### src/rtl/regfile_writer_pkg.sv
// regfile_writer_pkg
//   Shared pipeline types used by the GPR write-port merger.
//   creg_addr_t : 5-bit architectural register index (r0 is hardwired zero)
//   word_t      : 32-bit data word
package regfile_writer_pkg;

    typedef logic [4:0]  creg_addr_t;
    typedef logic [31:0] word_t;

endpackage

### src/rtl/regfile_writer_wb_skid_buf.sv
// wb_skid_buf
//   One-entry skid buffer for long-unit results that arrive while the W stage
//   owns the GPR write port.
//
//   Handshake: a result transfers when in_valid && in_ready in the same cycle.
//   in_ready is high only while the entry is empty and reset is low. A
//   transferred result is held here only if port_busy is high that cycle;
//   otherwise the parent commits it by cut-through and this entry stays empty.
//
//   Ports
//     clk, reset          : clock, synchronous active-high reset
//     in_valid/in_ready   : long-unit offer / acceptance
//     in_dst, in_data     : long-unit destination and result
//     port_busy           : W stage owns the write port this cycle
//     drain_en            : buffered entry commits this cycle
//     full                : entry holds a result
//     out_dst, out_data   : buffered destination and result
module wb_skid_buf
    import regfile_writer_pkg::*;
(
    input  logic       clk,
    input  logic       reset,
    input  logic       in_valid,
    output logic       in_ready,
    input  creg_addr_t in_dst,
    input  word_t      in_data,
    input  logic       port_busy,
    output logic       drain_en,
    output logic       full,
    output creg_addr_t out_dst,
    output word_t      out_data
);

    logic       full_q, full_d;
    creg_addr_t dst_q, dst_d;
    word_t      data_q, data_d;

    always_comb begin
        in_ready = !full_q && !reset;
        drain_en = full_q && !port_busy;
        full_d   = full_q;
        dst_d    = dst_q;
        data_d   = data_q;
        if (drain_en) begin
            full_d = 1'b0;
        end
        // Load only needs the port to be taken; drain and load are exclusive
        // because loading requires the entry to be empty.
        if (in_valid && in_ready && port_busy) begin
            full_d = 1'b1;
            dst_d  = in_dst;
            data_d = in_data;
        end
    end

    always_ff @(posedge clk) begin
        if (reset) begin
            full_q <= 1'b0;
            dst_q  <= '0;
            data_q <= '0;
        end else begin
            full_q <= full_d;
            dst_q  <= dst_d;
            data_q <= data_d;
        end
    end

    assign full     = full_q;
    assign out_dst  = dst_q;
    assign out_data = data_q;

endmodule

### src/rtl/regfile_writer.sv
// regfile_writer
//   Owns the GPR write port. Merges W-stage results with long-latency results
//   (through a one-entry skid buffer) and keeps a per-register busy scoreboard
//   so decode can stall on RAW/WAW hazards against outstanding long writes.
//
//   Commit priority each cycle: W stage, then skid buffer, then cut-through of
//   the long-unit offer. Writes to r0 are suppressed.
//
//   Optional feature: define REGFILE_WRITER_BYPASS_EN to let a busy source
//   whose write commits this cycle proceed without stalling (requires the GPR
//   file to forward same-cycle write data on reads).
//
//   Ports
//     clk, reset                 : clock, synchronous active-high reset
//     wb_valid/wb_dst/wb_data    : W-stage result (never stalled)
//     iss_valid/iss_dst/iss_long : decode issue; long results return on lu_*
//     lu_valid/lu_dst/lu_data    : long-unit result offer
//     lu_ready                   : long-unit result accepted
//     ra1, ra2                   : decode source registers
//     stall                      : decode must not issue
//     wa3/write_enable/wd3       : GPR write port (wa3/wd3 zero when idle)
//     idle                       : no busy bits and skid buffer empty
module regfile_writer
    import regfile_writer_pkg::*;
(
    input  logic       clk,
    input  logic       reset,
    input  logic       wb_valid,
    input  creg_addr_t wb_dst,
    input  word_t      wb_data,
    input  logic       iss_valid,
    input  creg_addr_t iss_dst,
    input  logic       iss_long,
    input  logic       lu_valid,
    input  creg_addr_t lu_dst,
    input  word_t      lu_data,
    output logic       lu_ready,
    input  creg_addr_t ra1,
    input  creg_addr_t ra2,
    output logic       stall,
    output creg_addr_t wa3,
    output logic       write_enable,
    output word_t      wd3,
    output logic       idle
);

    logic [31:1] busy_q, busy_d;
    logic [31:0] busy_vec;    // busy_q with r0 pinned to 0 for direct indexing
    logic [31:0] busy_next;

    logic       buf_full, buf_drain;
    creg_addr_t buf_dst;
    word_t      buf_data;

    logic       commit_valid, commit_long;
    creg_addr_t commit_dst;
    word_t      commit_data;
    logic       issue_set;
    logic       ra1_busy, ra2_busy;

    wb_skid_buf u_skid (
        .clk      (clk),
        .reset    (reset),
        .in_valid (lu_valid),
        .in_ready (lu_ready),
        .in_dst   (lu_dst),
        .in_data  (lu_data),
        .port_busy(wb_valid),
        .drain_en (buf_drain),
        .full     (buf_full),
        .out_dst  (buf_dst),
        .out_data (buf_data)
    );

    assign busy_vec = {busy_q, 1'b0};

    // Commit source select.
    always_comb begin
        commit_valid = 1'b0;
        commit_long  = 1'b0;
        commit_dst   = '0;
        commit_data  = '0;
        if (wb_valid) begin
            commit_valid = 1'b1;
            commit_dst   = wb_dst;
            commit_data  = wb_data;
        end else if (buf_drain) begin
            commit_valid = 1'b1;
            commit_long  = 1'b1;
            commit_dst   = buf_dst;
            commit_data  = buf_data;
        end else if (lu_valid && lu_ready) begin
            commit_valid = 1'b1;
            commit_long  = 1'b1;
            commit_dst   = lu_dst;
            commit_data  = lu_data;
        end
    end

    assign write_enable = commit_valid && (commit_dst != '0) && !reset;
    assign wa3          = write_enable ? commit_dst  : '0;
    assign wd3          = write_enable ? commit_data : '0;

    // Hazard detection.
    always_comb begin
        ra1_busy = busy_vec[ra1];
        ra2_busy = busy_vec[ra2];
`ifdef REGFILE_WRITER_BYPASS_EN
        // The GPR file forwards this cycle's write, so the source is ready.
        if (write_enable && (wa3 == ra1)) ra1_busy = 1'b0;
        if (write_enable && (wa3 == ra2)) ra2_busy = 1'b0;
`endif
        stall = iss_valid && (ra1_busy || ra2_busy || busy_vec[iss_dst]);
    end

    assign issue_set = iss_valid && !stall && iss_long && (iss_dst != '0);

    // Scoreboard update: clear first so that a same-cycle set wins.
    always_comb begin
        busy_next = busy_vec;
        if (commit_long) begin
            busy_next[commit_dst] = 1'b0;
        end
        if (issue_set) begin
            busy_next[iss_dst] = 1'b1;
        end
        busy_d = busy_next[31:1];
    end

    always_ff @(posedge clk) begin
        if (reset) begin
            busy_q <= '0;
        end else begin
            busy_q <= busy_d;
        end
    end

    assign idle = !buf_full && (busy_q == '0);

`ifndef SYNTHESIS
    // A long-unit result must target a register the scoreboard marked busy.
    a_lu_dst_busy : assert property (@(posedge clk) disable iff (reset)
        (lu_valid && lu_ready && (lu_dst != '0)) |-> busy_vec[lu_dst]);
`endif

endmodule

### config.mk
export PLATFORM = sky130hd
export DESIGN_NAME = regfile_writer
export DESIGN_NICKNAME = d
export VERILOG_FILES = /design/src/rtl/regfile_writer_pkg.sv /design/src/rtl/regfile_writer_wb_skid_buf.sv /design/src/rtl/regfile_writer.sv
export SDC_FILE = /design/constraint.sdc
export NUM_CORES = 1
export LEC_CHECK = 0
export BUFFER_PORTS_ARGS = -buffer_cell sky130_fd_sc_hd__buf_2
export CORE_UTILIZATION = 45
export CTS_BUF_LIST = sky130_fd_sc_hd__clkbuf_4 sky130_fd_sc_hd__clkbuf_8
export CTS_CLUSTER_SIZE = 20
export DETAILED_ROUTE_END_ITERATION = 8
export PLACE_DENSITY_LB_ADDON = 0.12
export SETUP_SLACK_MARGIN = 0.5
export SLEW_MARGIN = 20
export SYNTH_ARGS = -nofsm -noshare
export SYNTH_HDL_FRONTEND = slang
export SYNTH_SLANG_ARGS = --single-unit
export TNS_END_PERCENT = 100
### constraint.sdc
create_clock -name clk -period 3.2 [get_ports clk]
set_clock_uncertainty 0.05 [all_clocks]
set_input_delay 0.64 -clock clk [delete_from_list [all_inputs] [get_ports clk]]
set_output_delay 0.64 -clock clk [all_outputs]
set_load 0.02 [all_outputs]
# Yosys cells after proc, flatten, opt, wreduce, memory -nomap -nowiden
# Index checks and enable logic that the tools add are counted.
totals:
  out_inout_bits: 41
  register_bits: 69
  elab_cells: 62
op_classes:
  order_cmp: 6
  n_bitwise: 3
  n_mux: 26
  reduce_logical: 23
ops:
  columns: ["operator", "count"]
  rows:
  - ["2-to-1 mux 32 bit", 6]
  - ["AND 32 bit", 1]
  - ["inverter 32 bit", 1]
  - ["bitwise OR 32 bit", 1]
  - ["zero test 31 bit", 1]
  - ["less-than comparator 5 x 6 -> 1 bit (second input constant)", 4]
  - ["2-to-1 mux 5 bit", 4]
  - ["binary-select mux 1 bit (select 5 bit)", 3]
  - ["logical AND 1 bit", 13]
  - ["2-to-1 mux 1 bit", 11]
  - ["demux 1 bit (select 5 bit)", 2]
  - ["greater-or-equal comparator 5 x 1 -> 1 bit (second input constant)", 2]
  - ["nonzero test 5 bit", 2]
  - ["zero test 1 bit", 4]
  - ["logical OR 1 bit", 2]
  - ["nonzero test 2 bit", 1]

# Depth between registers and ports, before layout
depth:
  word_depth: 15
  depth_mapped: 9
  ltp_nobuf: 6

# Modules after synthesis
# Synthesis repeated with hierarchy kept, for this count alone.
unflattened:
  cells_unflattened: 610
  hier_area_um2: 5216.3
by_module_without_submodules:
  columns: ["mod", "n_inst", "seq_area_each_um2", "area_per_inst_um2", "cells_per_inst"]
  rows:
  - ["regfile_writer", 1, 620.6, 3489.6, 444]
  - ["wb_skid_buf", 1, 760.7, 1726.7, 166]

# Worst setup path before layout
# OpenSTA, ideal clock, no wires.
synth_timing:
  path_type: "input port to output port"
  start: "in reset"
  end: "out wd3[10]"
  n_path_buf: 1
  t_arrival_ns: 2.313
  required_time_ns: 2.510
  stages: 6
  path_slack_ns: 0.197
  path_cell_list: "or4bb_1 > and3b_1 > a22oi_1 > o21bai_1 > clkbuf_1 > nor2_1"
synth_between:
  elab_chain_len: 10
  elab_cells_between_ends: 16
synth_lines:
  columns: ["item", "line", "rtl"]
  rows:
  - ["from (decl)", "regfile_writer.sv:27", "input logic reset,"]
  - ["zero test 1 bit *", "regfile_writer_wb_skid_buf.sv:39, regfile_writer.sv:100", null]
  - ["logical AND 1 bit", "regfile_writer_wb_skid_buf.sv:39", "in_ready = !full_q && !reset;"]
  - ["logical AND 1 bit", "regfile_writer.sv:92", "end else if (lu_valid && lu_ready) begin"]
  - ["2-to-1 mux 5 bit", "regfile_writer.sv:92", null]
  - ["2-to-1 mux 5 bit", "regfile_writer.sv:87", "end else if (buf_drain) begin"]
  - ["2-to-1 mux 5 bit", "regfile_writer.sv:83", "if (wb_valid) begin"]
  - ["nonzero test 5 bit", "regfile_writer.sv:100", "assign write_enable = commit_valid && (commit_dst != '0) && !reset;"]
  - ["logical AND 1 bit (2 in a row)", "regfile_writer.sv:100", null]
  - ["2-to-1 mux 32 bit *", "regfile_writer.sv:102", "assign wd3 = write_enable ? commit_data : '0;"]
  - ["to (decl)", "regfile_writer.sv:43", "output word_t wd3,"]
# Mark *: on every way between the ends. The rest lies on a longest branch, timed or not.

# Worst setup path after layout
layout_timing:
  start: "reg u_skid.full_q, in the netlist u_skid.full"
  end: "out wd3[14]"
layout_between:
  elab_chain_len: 10
  elab_cells_between_ends: 17
layout_lines:
  columns: ["item", "line", "rtl"]
  rows:
  - ["from (decl)", "regfile_writer_wb_skid_buf.sv:34", "logic full_q, full_d;"]
  - ["from (signal assigned)", "regfile_writer_wb_skid_buf.sv:62", "full_q <= full_d;"]
  - ["zero test 1 bit", "regfile_writer_wb_skid_buf.sv:39", null]
  - ["logical AND 1 bit", "regfile_writer_wb_skid_buf.sv:39", null]
  - ["logical AND 1 bit", "regfile_writer.sv:92", null]
  - ["2-to-1 mux 5 bit", "regfile_writer.sv:92", null]
  - ["2-to-1 mux 5 bit", "regfile_writer.sv:87", null]
  - ["2-to-1 mux 5 bit", "regfile_writer.sv:83", null]
  - ["nonzero test 5 bit", "regfile_writer.sv:100", null]
  - ["logical AND 1 bit (2 in a row)", "regfile_writer.sv:100", null]
  - ["2-to-1 mux 32 bit *", "regfile_writer.sv:102", null]
# Marked as above.

==> results.md <==
- Outcome: finished, final reports clean
- Mapped cell area: 4870 µm²
- Final setup vio count: 0
- DRC: 0
- Core Rows: 37
- Rel. slew slack: 0.528
- Final slew viol count: 0
- Share of cells above drive strength 1: 0.327
- Area leader, netlist: dfxtp_1
- Post-synth EDFFs: 0
- Net Switching: 0.000737 W
- Finished Layout Cells: 940
- Worst Setup SP: u_skid.full
- Area grow syn2layout: 39.0%
- Placed cell count: 910
- Worst-Margin Slew: 0.703 ns
- Register area share after synthesis: 0.284
- Drt first pass iters: 5
- Syn. warnings: 0
- Period utilization: 0.977
- Antenna Cells: 0
- Worst min path class: register to register
- Int Pwr: 0.00145 W
- Clock Power Share: 0.300
- Slowest stage cell, crit path: or4bb_4
- Clock transition at path regs: 0.08 ns
- Worst VDD drop: 0.338 mV
- Pwr Total: 0.00219 W
- Worst Hold End: u_skid.out_data[2]
- Largest net degree at the start of global routing: 64
- Lkg Pwr: 2.60 nW
- TritonCTS clock tree: built
- Grt ovf: 0
- Die Wd: 106 µm
- Vias in the first global route: 4869
- Critical path class: register to output port
- Longest Clk Path Bufs: 2
- Die height: 106 µm
- Initial antenna violation count: 0
- Core footprint: 10400 µm²
- Crit-path max cell delay: 0.54 ns
- Syn Nets: 758
- Clk sinks: 69
- IO Pins: 136
- GRT Overall Usage: 0.266
- Sw Ratio: 0.337
- Worst reg2reg path depth: 7
- Crit-path cells: or4bb_4 > and3b_2 > a22oi_2 > o21bai_4 > buf_12 > clkbuf_16 > nor2_4 > buf_6
- WHS Path Cells: 2
- Port bufs: 135
- Min Hold Slack: 0.406 ns
- Starting DRC count in detailed routing: 487
- H-tree levels: 3
- Share of the synthesized area in the top cell type: 0.284
- Total CTS buffers: 9
- Initial core utilization: 0.468
- RR Startpoint: busy_q[7]
- Max-cap viol count: 0
- R2r setup slk: 0.88 ns
- Post-synthesis instance total: 663
- FF-to-FF End: busy_q[12]
- Crit. End Element: output port
- Die ar.: 11200 µm²
- Required @ worst endpoint: 2.51 ns
- Ys async rst share: 0
- Via Count: 5436
- Syn Area/Cell: 7.34 µm²
- Post-route setup TNS: 0 ns
- HPWL Detailed: 11.1 mm
- Power Density: 323 nW/µm²
- RSZ-0062 raised after global routing: true
- Fmax: 0.320 GHz
- Setup crit start kind: register
- Netlist cell types: 54
- Critical Path AT: 2.44 ns
- WL/cell: 16.8 µm
- Skew-Pair Late Insertion Delay: 0.36 ns
- Flop pwr share: 0.404
- Utilization after layout: 0.650
- # hold bufs at CTS: 0
- Via-per-instance ratio: 5.78
- Number of synthesized register bits: 69
- Crit Path Max Fanout: 6
- Root Buffer: clkbuf_8
- Gate power share: 0.296
- Final ANT Viol Nets: 0
- Final hold viol count: 0
- HP Start: u_skid.out_data[2]
- Placer congestion estimate: 0.918
- DRT Wirelength: 15.8 mm
- Top post-synthesis cells by area: dfxtp_1 (28%), mux2i_1 (12%), nand2_1 (8.3%)
- Period minus WS final: 3.13 ns
- First-pass GRT wire length: 23.8 mm
- Layout Nets: 894
- Top FF cell, synth: dfxtp_1
-- worst max-delay path by stage --
stage	cells past startpoint	slack [ns]	end
after floorplan	7	0.36	stall
after global placement	8	0.13	wd3[25]
after detailed placement	8	0.08	wd3[24]
after CTS	8	0.14	wd3[0]
final	8	0.07	wd3[14]
after global routing	8	0.04	wd3[14]
-- placed cells by master (no fill, tap or decap), types with 5 or more instances in the layout --
cell type | Yosys | layout
a22oi_1 | 7 | 6
o41ai_1 | 8 | 8
inv_1 | 13 | 11
nand4_1 | 6 | 6
nor2_1 | 78 | 45
nand2_1 | 108 | 108
buf_6 | 1 | 38
nor2b_1 | 34 | 33
o21ai_0 | 20 | 20
nand3_1 | 9 | 9
nor2_4 | 0 | 32
clkbuf_8 | 0 | 9
nand2b_1 | 6 | 6
a21oi_1 | 76 | 75
o31ai_1 | 24 | 24
mux2i_1 | 60 | 59
dfxtp_1 | 69 | 62
dfxtp_2 | 0 | 5
buf_4 | 0 | 30
buf_2 | 9 | 92
nor4_1 | 9 | 8
nor3b_1 | 6 | 5
nand3b_1 | 15 | 15
and2_1 | 7 | 6
-- registers in the layout (all words and copies together), names as in the netlist --
name and cells:
busy_q 31, u_skid.out_data 32, u_skid.out_dst 5, u_skid.full 1
-- what timing repair did --
| action | CTS | global route |
|---|---|---|
| gates resized for setup | 41 | 85 |
| setup buffers | 3 | 7 |
| gates cloned | 0 | 4 |
| endpoints found under the setup margin | 34 | 35 |
| hold endpoints to repair | 0 | 0 |
| pin swaps | 9 | 15 |
-- cell families (layout without fill, tap and decap cells) --
family                 after synthesis  count (layout)  synth area share
AOI/OAI and AO/OA                  169             169             0.219
buffers and inverters               61             202            0.0509
DFF                                 69              69             0.284
muxes                               71              71             0.158
and+or+nand+nor                    293             293             0.289
-- per-stage QoR --
step           cell area [µm²]  setup WS (ns)
2_1_floorplan             5220          0.363
3_3_place_gp              5980          0.129
3_5_place_dp              5980         0.0783
4_1_cts                   6320          0.137
5_1_grt                   6770         0.0375
6_report                  6770         0.0728
-- power groups by stage --
stage | Sequential [W] | Combinational, W | Clock, W
2_1_floorplan | 0.000903 | 0.000379 | 0
3_3_place_gp | 0.000906 | 0.000525 | 0
3_5_place_dp | 0.000907 | 0.000532 | 0
4_1_cts | 0.000887 | 0.000560 | 0.000664
5_1_grt | 0.000887 | 0.000693 | 0.000705
6_report | 0.000885 | 0.000647 | 0.000656
-- metal layers --
layer | track usage | vias to the layer above | part of all wire | wire length, µm
met5 | 0 | - | 0 | 0
met4 | 0.0833 | 0 | 0.019 | 306
met3 | 0.0662 | 32 | 0.086 | 1370
met2 | 0.416 | 250 | 0.46 | 7300
met1 | 0.360 | 2507 | 0.43 | 6860
li1 | - | 2647 | - | -
-- cell type report --
type                            instances  area, µm²
Clock buffer                           10        131
Clock inverter                          6       45.0
Fill cell                             924       3650
Inverter                               13       52.6
Multi-Input combinational cell        533       3620
Sequential cell                        69       1400
Tap cell                              136        170
Timing Repair Buffer                  173       1360
-- cells in the mapped netlist, types with 3 or more instances --
| master | number |
|---|---|
| a211o_1 | 3 |
| a21oi_1 | 76 |
| a221oi_1 | 4 |
| a22oi_1 | 7 |
| a311o_1 | 4 |
| a311oi_1 | 3 |
| a31oi_1 | 3 |
| and2_1 | 7 |
| buf_1 | 5 |
| buf_2 | 9 |
| clkbuf_1 | 33 |
| dfxtp_1 | 69 |
| inv_1 | 13 |
| mux2_1 | 3 |
| mux2_2 | 4 |
| mux2i_1 | 60 |
| mux4_2 | 4 |
| nand2_1 | 108 |
| nand2b_1 | 6 |
| nand3_1 | 9 |
| nand3b_1 | 15 |
| nand4_1 | 6 |
| nor2_1 | 78 |
| nor2b_1 | 34 |
| nor3_1 | 4 |
| nor3b_1 | 6 |
| nor4_1 | 9 |
| o21ai_0 | 20 |
| o31ai_1 | 24 |
| o41ai_1 | 8 |
| or2_2 | 3 |
-- critical path, delay by kind of cell (launching register included) --
| kind | cells | cell delay (ns) |
|---|---|---|
| flops | 1 | 0.37 |
| simple gates | 3 | 0.88 |
| buf+inv | 3 | 0.46 |
| compound gates | 2 | 0.36 |
No activity file was read; power rests on OpenSTA's default activity.
